## src/rtl/riscv_lite_pkg.sv

```systemverilog
// Shared constants and types for the RISC-V Lite program-memory loader.
package riscv_lite_pkg;

    localparam logic [31:0] NOP_INSTR         = 32'h0000_0013;
    localparam logic [31:0] DEFAULT_BASE_ADDR = 32'h0040_0000;

    typedef enum logic [1:0] {
        ST_LOAD = 2'd0,
        ST_HOLD = 2'd1,
        ST_RUN  = 2'd2,
        ST_ERR  = 2'd3
    } ld_state_e;

endpackage

```

## src/rtl/prog_mem_loader_if.sv

```systemverilog
// Load-stream, fetch and status signals between the file reader/core and the loader.
interface prog_mem_loader_if #(
    parameter int unsigned DATA_W = 32,
    parameter int unsigned ADDR_W = 32,
    parameter int unsigned CNT_W  = 7
);
    logic              LdValid;
    logic [DATA_W-1:0] LdData;
    logic              LdEOF;
    logic              LdReady;
    logic [ADDR_W-1:0] PC;
    logic [DATA_W-1:0] Instruction;
    logic              AddrErr;
    logic              CoreRst;
    logic              Loaded;
    logic [CNT_W-1:0]  LoadCount;
    logic              Overflow;

    modport master (
        output LdValid, LdData, LdEOF, PC,
        input  LdReady, Instruction, AddrErr, CoreRst, Loaded, LoadCount, Overflow
    );

    modport slave (
        input  LdValid, LdData, LdEOF, PC,
        output LdReady, Instruction, AddrErr, CoreRst, Loaded, LoadCount, Overflow
    );
endinterface

```

## src/rtl/prog_mem_array.sv

```systemverilog
// Word storage with per-word valid bits and a registered, valid-gated read port.
module prog_mem_array
    import riscv_lite_pkg::*;
#(
    parameter int unsigned DATA_W = 32,
    parameter int unsigned DEPTH  = 64,
    localparam int unsigned IDX_W = $clog2(DEPTH)
) (
    input  logic              clk,
    input  logic              rst,
    input  logic              we,
    input  logic [IDX_W-1:0]  waddr,
    input  logic [DATA_W-1:0] wdata,
    input  logic              rsel,
    input  logic [IDX_W-1:0]  raddr,
    output logic [DATA_W-1:0] rdata
);
    logic [DATA_W-1:0] mem_q [DEPTH];
    logic [DEPTH-1:0]  valid_q, valid_d;
    logic [DATA_W-1:0] rdata_q, rdata_d;

    // Mark written words; read old contents so a same-cycle write is not bypassed
    always_comb begin
        valid_d = valid_q;
        rdata_d = DATA_W'(NOP_INSTR);
        if (we) begin
            valid_d[waddr] = 1'b1;
        end
        if (rsel && valid_q[raddr]) begin
            rdata_d = mem_q[raddr];
        end
    end

    // Storage needs no reset: unwritten words are masked by their valid bit
    always_ff @(posedge clk) begin
        if (we) begin
            mem_q[waddr] <= wdata;
        end
    end

    // Valid bits and read register, cleared synchronously
    always_ff @(posedge clk) begin
        if (rst) begin
            valid_q <= '0;
            rdata_q <= DATA_W'(NOP_INSTR);
        end else begin
            valid_q <= valid_d;
            rdata_q <= rdata_d;
        end
    end

    assign rdata = rdata_q;
endmodule

```

## src/rtl/prog_mem_loader.sv

```systemverilog
// Instruction memory with program-load engine, core-reset sequencer and fetch decode.
module prog_mem_loader
    import riscv_lite_pkg::*;
#(
    parameter int unsigned DATA_W      = 32,
    parameter int unsigned ADDR_W      = 32,
    parameter int unsigned DEPTH       = 64,
    parameter logic [ADDR_W-1:0] BASE_ADDR = ADDR_W'(DEFAULT_BASE_ADDR),
    parameter int unsigned HOLD_CYCLES = 4
) (
    input  logic             Clk,
    input  logic             Rst,
    prog_mem_loader_if.slave bus
);
    localparam int unsigned IDX_W  = $clog2(DEPTH);
    localparam int unsigned CNT_W  = IDX_W + 1;
    localparam int unsigned HOLD_W = (HOLD_CYCLES > 1) ? $clog2(HOLD_CYCLES) : 1;

    ld_state_e          state_q, state_d;
    logic [CNT_W-1:0]   cnt_q, cnt_d;
    logic [HOLD_W-1:0]  hold_q, hold_d;
    logic               ovf_q, ovf_d;
    logic               ld_ready_q, ld_ready_d;
    logic               core_rst_q, core_rst_d;
    logic               loaded_q, loaded_d;
    logic               addr_err_q, addr_err_d;
    logic               we_c;
    logic [ADDR_W-1:0]  off_c;
    logic               in_range_c;
    logic [IDX_W-1:0]   idx_c;

    // Fetch decode relative to the text base; misaligned or beyond-depth is a bad fetch
    always_comb begin
        off_c      = bus.PC - BASE_ADDR;
        in_range_c = (off_c[1:0] == 2'b00) && (off_c[ADDR_W-1:IDX_W+2] == '0);
        idx_c      = off_c[IDX_W+1:2];
        addr_err_d = !in_range_c;
    end

    // Load/hold/run sequencing and next values of the registered status outputs
    always_comb begin
        state_d = state_q;
        cnt_d   = cnt_q;
        hold_d  = hold_q;
        ovf_d   = ovf_q;
        we_c    = 1'b0;
        case (state_q)
            ST_LOAD: begin
                if (bus.LdValid) begin
                    if (cnt_q < CNT_W'(DEPTH)) begin
                        we_c  = 1'b1;
                        cnt_d = cnt_q + CNT_W'(1);
                    end else begin
                        ovf_d = 1'b1;
                        if (!bus.LdEOF) begin
                            state_d = ST_ERR;
                        end
                    end
                end
                if (bus.LdEOF) begin
                    state_d = ST_HOLD;
                    hold_d  = '0;
                end
            end
            ST_HOLD: begin
                if (hold_q == HOLD_W'(HOLD_CYCLES - 1)) begin
                    state_d = ST_RUN;
                end else begin
                    hold_d = hold_q + HOLD_W'(1);
                end
            end
            ST_RUN:  state_d = ST_RUN;
            ST_ERR:  state_d = ST_ERR;
            default: state_d = ST_LOAD;
        endcase
        ld_ready_d = (state_d == ST_LOAD);
        core_rst_d = (state_d != ST_RUN);
        loaded_d   = (state_d == ST_RUN);
    end

    // State and status registers with synchronous reset
    always_ff @(posedge Clk) begin
        if (Rst) begin
            state_q    <= ST_LOAD;
            cnt_q      <= '0;
            hold_q     <= '0;
            ovf_q      <= 1'b0;
            ld_ready_q <= 1'b1;
            core_rst_q <= 1'b1;
            loaded_q   <= 1'b0;
            addr_err_q <= 1'b0;
        end else begin
            state_q    <= state_d;
            cnt_q      <= cnt_d;
            hold_q     <= hold_d;
            ovf_q      <= ovf_d;
            ld_ready_q <= ld_ready_d;
            core_rst_q <= core_rst_d;
            loaded_q   <= loaded_d;
            addr_err_q <= addr_err_d;
        end
    end

    prog_mem_array #(
        .DATA_W (DATA_W),
        .DEPTH  (DEPTH)
    ) u_array (
        .clk   (Clk),
        .rst   (Rst),
        .we    (we_c),
        .waddr (cnt_q[IDX_W-1:0]),
        .wdata (bus.LdData),
        .rsel  (in_range_c),
        .raddr (idx_c),
        .rdata (bus.Instruction)
    );

    assign bus.LdReady   = ld_ready_q;
    assign bus.CoreRst   = core_rst_q;
    assign bus.Loaded    = loaded_q;
    assign bus.LoadCount = cnt_q;
    assign bus.Overflow  = ovf_q;
    assign bus.AddrErr   = addr_err_q;
endmodule

```

## src/flat_wrapper.sv

```systemverilog
// flat-port wrapper written by rule: the top's interface ports become plain ports
module prog_mem_loader_flat import riscv_lite_pkg::*;
#(
    parameter int unsigned DATA_W      = 32,
    parameter int unsigned ADDR_W      = 32,
    parameter int unsigned DEPTH       = 64,
    parameter logic [ADDR_W-1:0] BASE_ADDR = ADDR_W'(DEFAULT_BASE_ADDR),
    parameter int unsigned HOLD_CYCLES = 4
)
  (Clk, Rst, bus_LdValid, bus_LdData, bus_LdEOF, bus_PC, bus_LdReady, bus_Instruction, bus_AddrErr, bus_CoreRst, bus_Loaded, bus_LoadCount, bus_Overflow);
  prog_mem_loader_if #(.DATA_W(DATA_W), .ADDR_W(ADDR_W), .CNT_W(7)) bus_i ();
  input  logic Clk;
  input  logic Rst;
  input wire logic [$bits(bus_i.LdValid)-1:0] bus_LdValid;
  input wire logic [$bits(bus_i.LdData)-1:0] bus_LdData;
  input wire logic [$bits(bus_i.LdEOF)-1:0] bus_LdEOF;
  input wire logic [$bits(bus_i.PC)-1:0] bus_PC;
  output wire logic [$bits(bus_i.LdReady)-1:0] bus_LdReady;
  output wire logic [$bits(bus_i.Instruction)-1:0] bus_Instruction;
  output wire logic [$bits(bus_i.AddrErr)-1:0] bus_AddrErr;
  output wire logic [$bits(bus_i.CoreRst)-1:0] bus_CoreRst;
  output wire logic [$bits(bus_i.Loaded)-1:0] bus_Loaded;
  output wire logic [$bits(bus_i.LoadCount)-1:0] bus_LoadCount;
  output wire logic [$bits(bus_i.Overflow)-1:0] bus_Overflow;
  assign bus_i.LdValid = bus_LdValid;
  assign bus_i.LdData = bus_LdData;
  assign bus_i.LdEOF = bus_LdEOF;
  assign bus_i.PC = bus_PC;
  assign bus_LdReady = bus_i.LdReady;
  assign bus_Instruction = bus_i.Instruction;
  assign bus_AddrErr = bus_i.AddrErr;
  assign bus_CoreRst = bus_i.CoreRst;
  assign bus_Loaded = bus_i.Loaded;
  assign bus_LoadCount = bus_i.LoadCount;
  assign bus_Overflow = bus_i.Overflow;
  prog_mem_loader #(.DATA_W(DATA_W), .ADDR_W(ADDR_W), .DEPTH(DEPTH), .BASE_ADDR(BASE_ADDR), .HOLD_CYCLES(HOLD_CYCLES)) u_core (.Clk(Clk), .Rst(Rst), .bus(bus_i));
endmodule
```

## config.mk

```make
export PLATFORM = sky130hd
export DESIGN_NAME = prog_mem_loader_flat
export DESIGN_NICKNAME = d
export VERILOG_FILES = /design/src/rtl/riscv_lite_pkg.sv /design/src/rtl/prog_mem_loader_if.sv /design/src/rtl/prog_mem_array.sv /design/src/rtl/prog_mem_loader.sv /design/src/flat_wrapper.sv
export SDC_FILE = /design/constraint.sdc
export NUM_CORES = 2
export LEC_CHECK = 0
export CAP_MARGIN = 15
export CORE_MARGIN = 3
export CORE_UTILIZATION = 45
export DETAILED_ROUTE_END_ITERATION = 6
export SKIP_CTS_REPAIR_TIMING = 1
export SYNTH_ARGS = -nofsm -noshare
export SYNTH_HDL_FRONTEND = slang
export SYNTH_SLANG_ARGS = --single-unit
```

## constraint.sdc

```tcl
create_clock -name Clk -period 8.2 [get_ports Clk]
set_input_delay 2.05 -clock Clk [delete_from_list [all_inputs] [get_ports Clk]]
set_output_delay 2.05 -clock Clk [all_outputs]
set_load 0.005 [all_outputs]
```

==> summary.txt <==
Finish
  – Commonest non-fill, non-tap cell in the layout: edfxtp_1
  – Register Area: 0.0637 mm²
  – Multi-input gate area: 0.0177 mm²
  – Area Growth Syn to Fin: 14.4%
  – Layout cells sized above 1: 30.1%
  – Fillers: 13800
  – Fin nets: 3806
  – Commonest non-fill, non-tap cells in the layout: edfxtp_1, mux4_2, clkbuf_16, dfxtp_1, nor2_1

Clock tree
  – Max Root-Sink Buffers: 3
  – Worst-Skew Late Latency: 850 ps
  – TritonCTS clock tree: built
  – CTS buffer count: 211
  – H-tree levels: 4
  – Clk sinks: 2160
  – Clock transition at the registers of the reported paths: 60 ps
  – Clk root buf: clkbuf_16

Synthesis
  – Synth unique cells: 50
  – Number of synthesized flops with an enable pin: 2048
  – Asr flop ratio synth: 0%
  – Sequential share of the synthesized area: 77.9%
  – Mean Syn Cell Area: 23.5 µm²
  – Syn. warnings: 0
  – Synth Cell Area: 0.0818 mm²
  – Post-synthesis cell count: 3485
  – Syn_nets: 3555
  – Synth Flop Type: edfxtp_1
  – #FFs+latches synth: 2160

Global route
  – Met3 usage: 4.94%
  – Vias in the first global route: 37800
  – Largest net degree at the start of global routing: 90
  – Met2 usage: 34.6%
  – Met1 GRT Util: 31.4%
  – First-pass GRT wire length: 291 mm
  – GRT overflow: 0
  – Initial antenna violation count: 13
  – Gr usage total: 22.1%
  – Top Usage Layer GRT: met2

STA
  – Worst slew margin: 18.5%
  – Tightest Pin Transition: 1220 ps
  – Unrepaired setup endpoints after global routing: no
  – Post-Route Setup TNS: 0 ps
  – Final Cycle Share: 62.5%
  – # setup viols final: 0
  – Hold Worst Slack: 464 ps
  – Final Hold Viols: 0
  – Final slew viol count: 0
  – Fmax: 0.195 GHz
  – Clk_skew: 58.4 ps
  – Tmin final: 5120 ps

Floorplanning
  – DIE AREA: 0.187 mm²
  – Die height: 432 µm
  – Number of core rows: 155
  – Die Wd: 432 µm
  – IO Pins: 112
  – Starting Density: 45.6%
  – Core area: 0.180 mm²

Worst setup path
  – Startpoint Class: input pin
  – CP arrival: 5580 ps
  – Critical path endpoint category: flop
  – Worst path slowest cell: nor2_4
  – Crit path buffers/inverters: 2
  – Crit path depth: 6
  – Crit path max-delay family: simple AND/OR/NAND/NOR gates
  – R2R cell count: 5
  – Crit path kind: in -> reg
  – Critical-path cell list: clkdlybuf4s50_1 -> nor4b_2 -> buf_4 -> nor2b_1 -> nand3_1 -> nor2_4
  – CP Max Fanout: 32
  – Worst Path Required: 8660 ps
  – Max stage delay on crit path: 1250 ps

Detailed routing
  – Drt total wl: 205 mm
  – Drt first-iter violations: 4257
  – Vias per cell: 6.02
  – Pre-Repair DR Iteration Count: 6
  – Residual DRC: 0
  – WL per Instance: 32.7 µm
  – Via total after detailed routing: 37700
  – ANT nets after route: 0

Hold path
  – Hold path depth: 2
  – Hold Path Class: reg -> reg

Job
  – Max-Cap Viols: 0

Status
  – Status: finished clean

Placed design
  – IO buf count: 111
  – HPWL after DPL: 121 mm
  – Routability Congestion: 0.836

Pwr
  – Pwr/cell area: 241 mW/mm²
  – Max IR drop VDD: 0.000190 V
  – Leakage power: 28.7 nW
## sequential cells by signal, summed over array words and instances (netlist names)
| signal | cells |
|---|---|
| u_core.bus.Overflow | 1 |
| u_core.bus.Loaded | 1 |
| u_core.bus.CoreRst | 1 |
| u_core.bus.AddrErr | 1 |
| u_core.u_array.rdata | 32 |
| u_core.u_array.mem_q | 2048 |
| u_core.bus.LoadCount | 7 |
| u_core.u_array.valid_q | 64 |
| u_core.hold_q | 2 |
| u_core.state_q | 2 |
| u_core.bus.LdReady | 1 |
## Yosys cell counts, drive strengths merged (9+ instances only)
cell / number / share of area [%]
a211oi: 36 / 0.33
a21oi: 47 / 0.29
a22oi: 56 / 0.51
and2: 10 / 0.076
buf: 117 / 0.74
clkbuf: 81 / 0.37
dfxtp: 112 / 2.7
edfxtp: 2048 / 75
mux2: 15 / 0.21
mux2i: 19 / 0.23
mux4: 635 / 17
nand2: 17 / 0.078
nand3: 15 / 0.092
nor2: 173 / 0.79
nor2b: 16 / 0.12
nor4: 9 / 0.069
## routing by layer
| layer | vias up | wire, µm | share of wire [%] |
|---|---|---|---|
| li1 | 15400 | - | - |
| met1 | 20600 | 84600 | 41 |
| met2 | 1445 | 98900 | 48 |
| met3 | 290 | 15900 | 7.7 |
| met4 | 4 | 5610 | 2.7 |
| met5 | - | 23 | 0.011 |
## per-stage QoR
| stage | setup slack (ps) | cell area (µm²) | power (W) | std cells | utilization, % |
|---|---|---|---|---|---|
| 2_1_floorplan | 3200 | 81800 | 0.0129 | 3485 | - |
| 3_3_place_gp | 2180 | 86200 | 0.0134 | 5849 | 48.0 |
| 3_5_place_dp | 2230 | 86700 | 0.0134 | 5870 | 48.3 |
| 4_1_cts | 3120 | 93400 | 0.0228 | 6255 | 52.0 |
| 5_1_grt | 2950 | 93600 | 0.0233 | 6263 | 52.1 |
| 6_report | 3080 | 93600 | 0.0226 | 6268 | 52.1 |
## worst paths after layout
check / end / slack (ps) / from
max: u_core.u_array.mem_q[6][21] / 3080 / bus_LdValid
min: u_core.u_array.valid_q[20] / 460 / u_core.u_array.valid_q[20]
max reg2reg: u_core.u_array.mem_q[6][21] / 4330 / u_core.state_q[0]
min reg2reg: u_core.u_array.valid_q[20] / 460 / u_core.u_array.valid_q[20]
## where the power goes
part / internal (W) / switching [W]
combinational: 0.000399 / 0.000660
sequential: 0.0121 / 0.0000101
clock: 0.00527 / 0.00415
## kinds of logic (layout without fill, tap and decap cells)
group,Yosys count,after routing,share of synthesized area [%]
compound gates,172,172,1.45
xor+xnor,3,3,0.0321
fa+ha+maj,2,2,0.0306
buf+inv,203,626,1.13
flops,2160,2160,77.9
mux,669,669,17.9
other cells,0,5,0
simple gates,276,276,1.51
## worst min-delay path, stage by stage, from the launching register on
cell	delay (ps)
dfxtp_1	320
a21oi_1	40
nor2_1	70
## final cells by class
cell class / instances / area share, %
clock buffer: 289 / 6.12
clock inverter: 96 / 1.10
tap: 2355 / 3.15
antenna: 5 / 0.0134
sequential: 2160 / 68.1
multi-input combinational: 1122 / 18.9
timing repair buffer: 236 / 2.60
inverter: 5 / 0.0201
(Power assumes the default switching activity.)
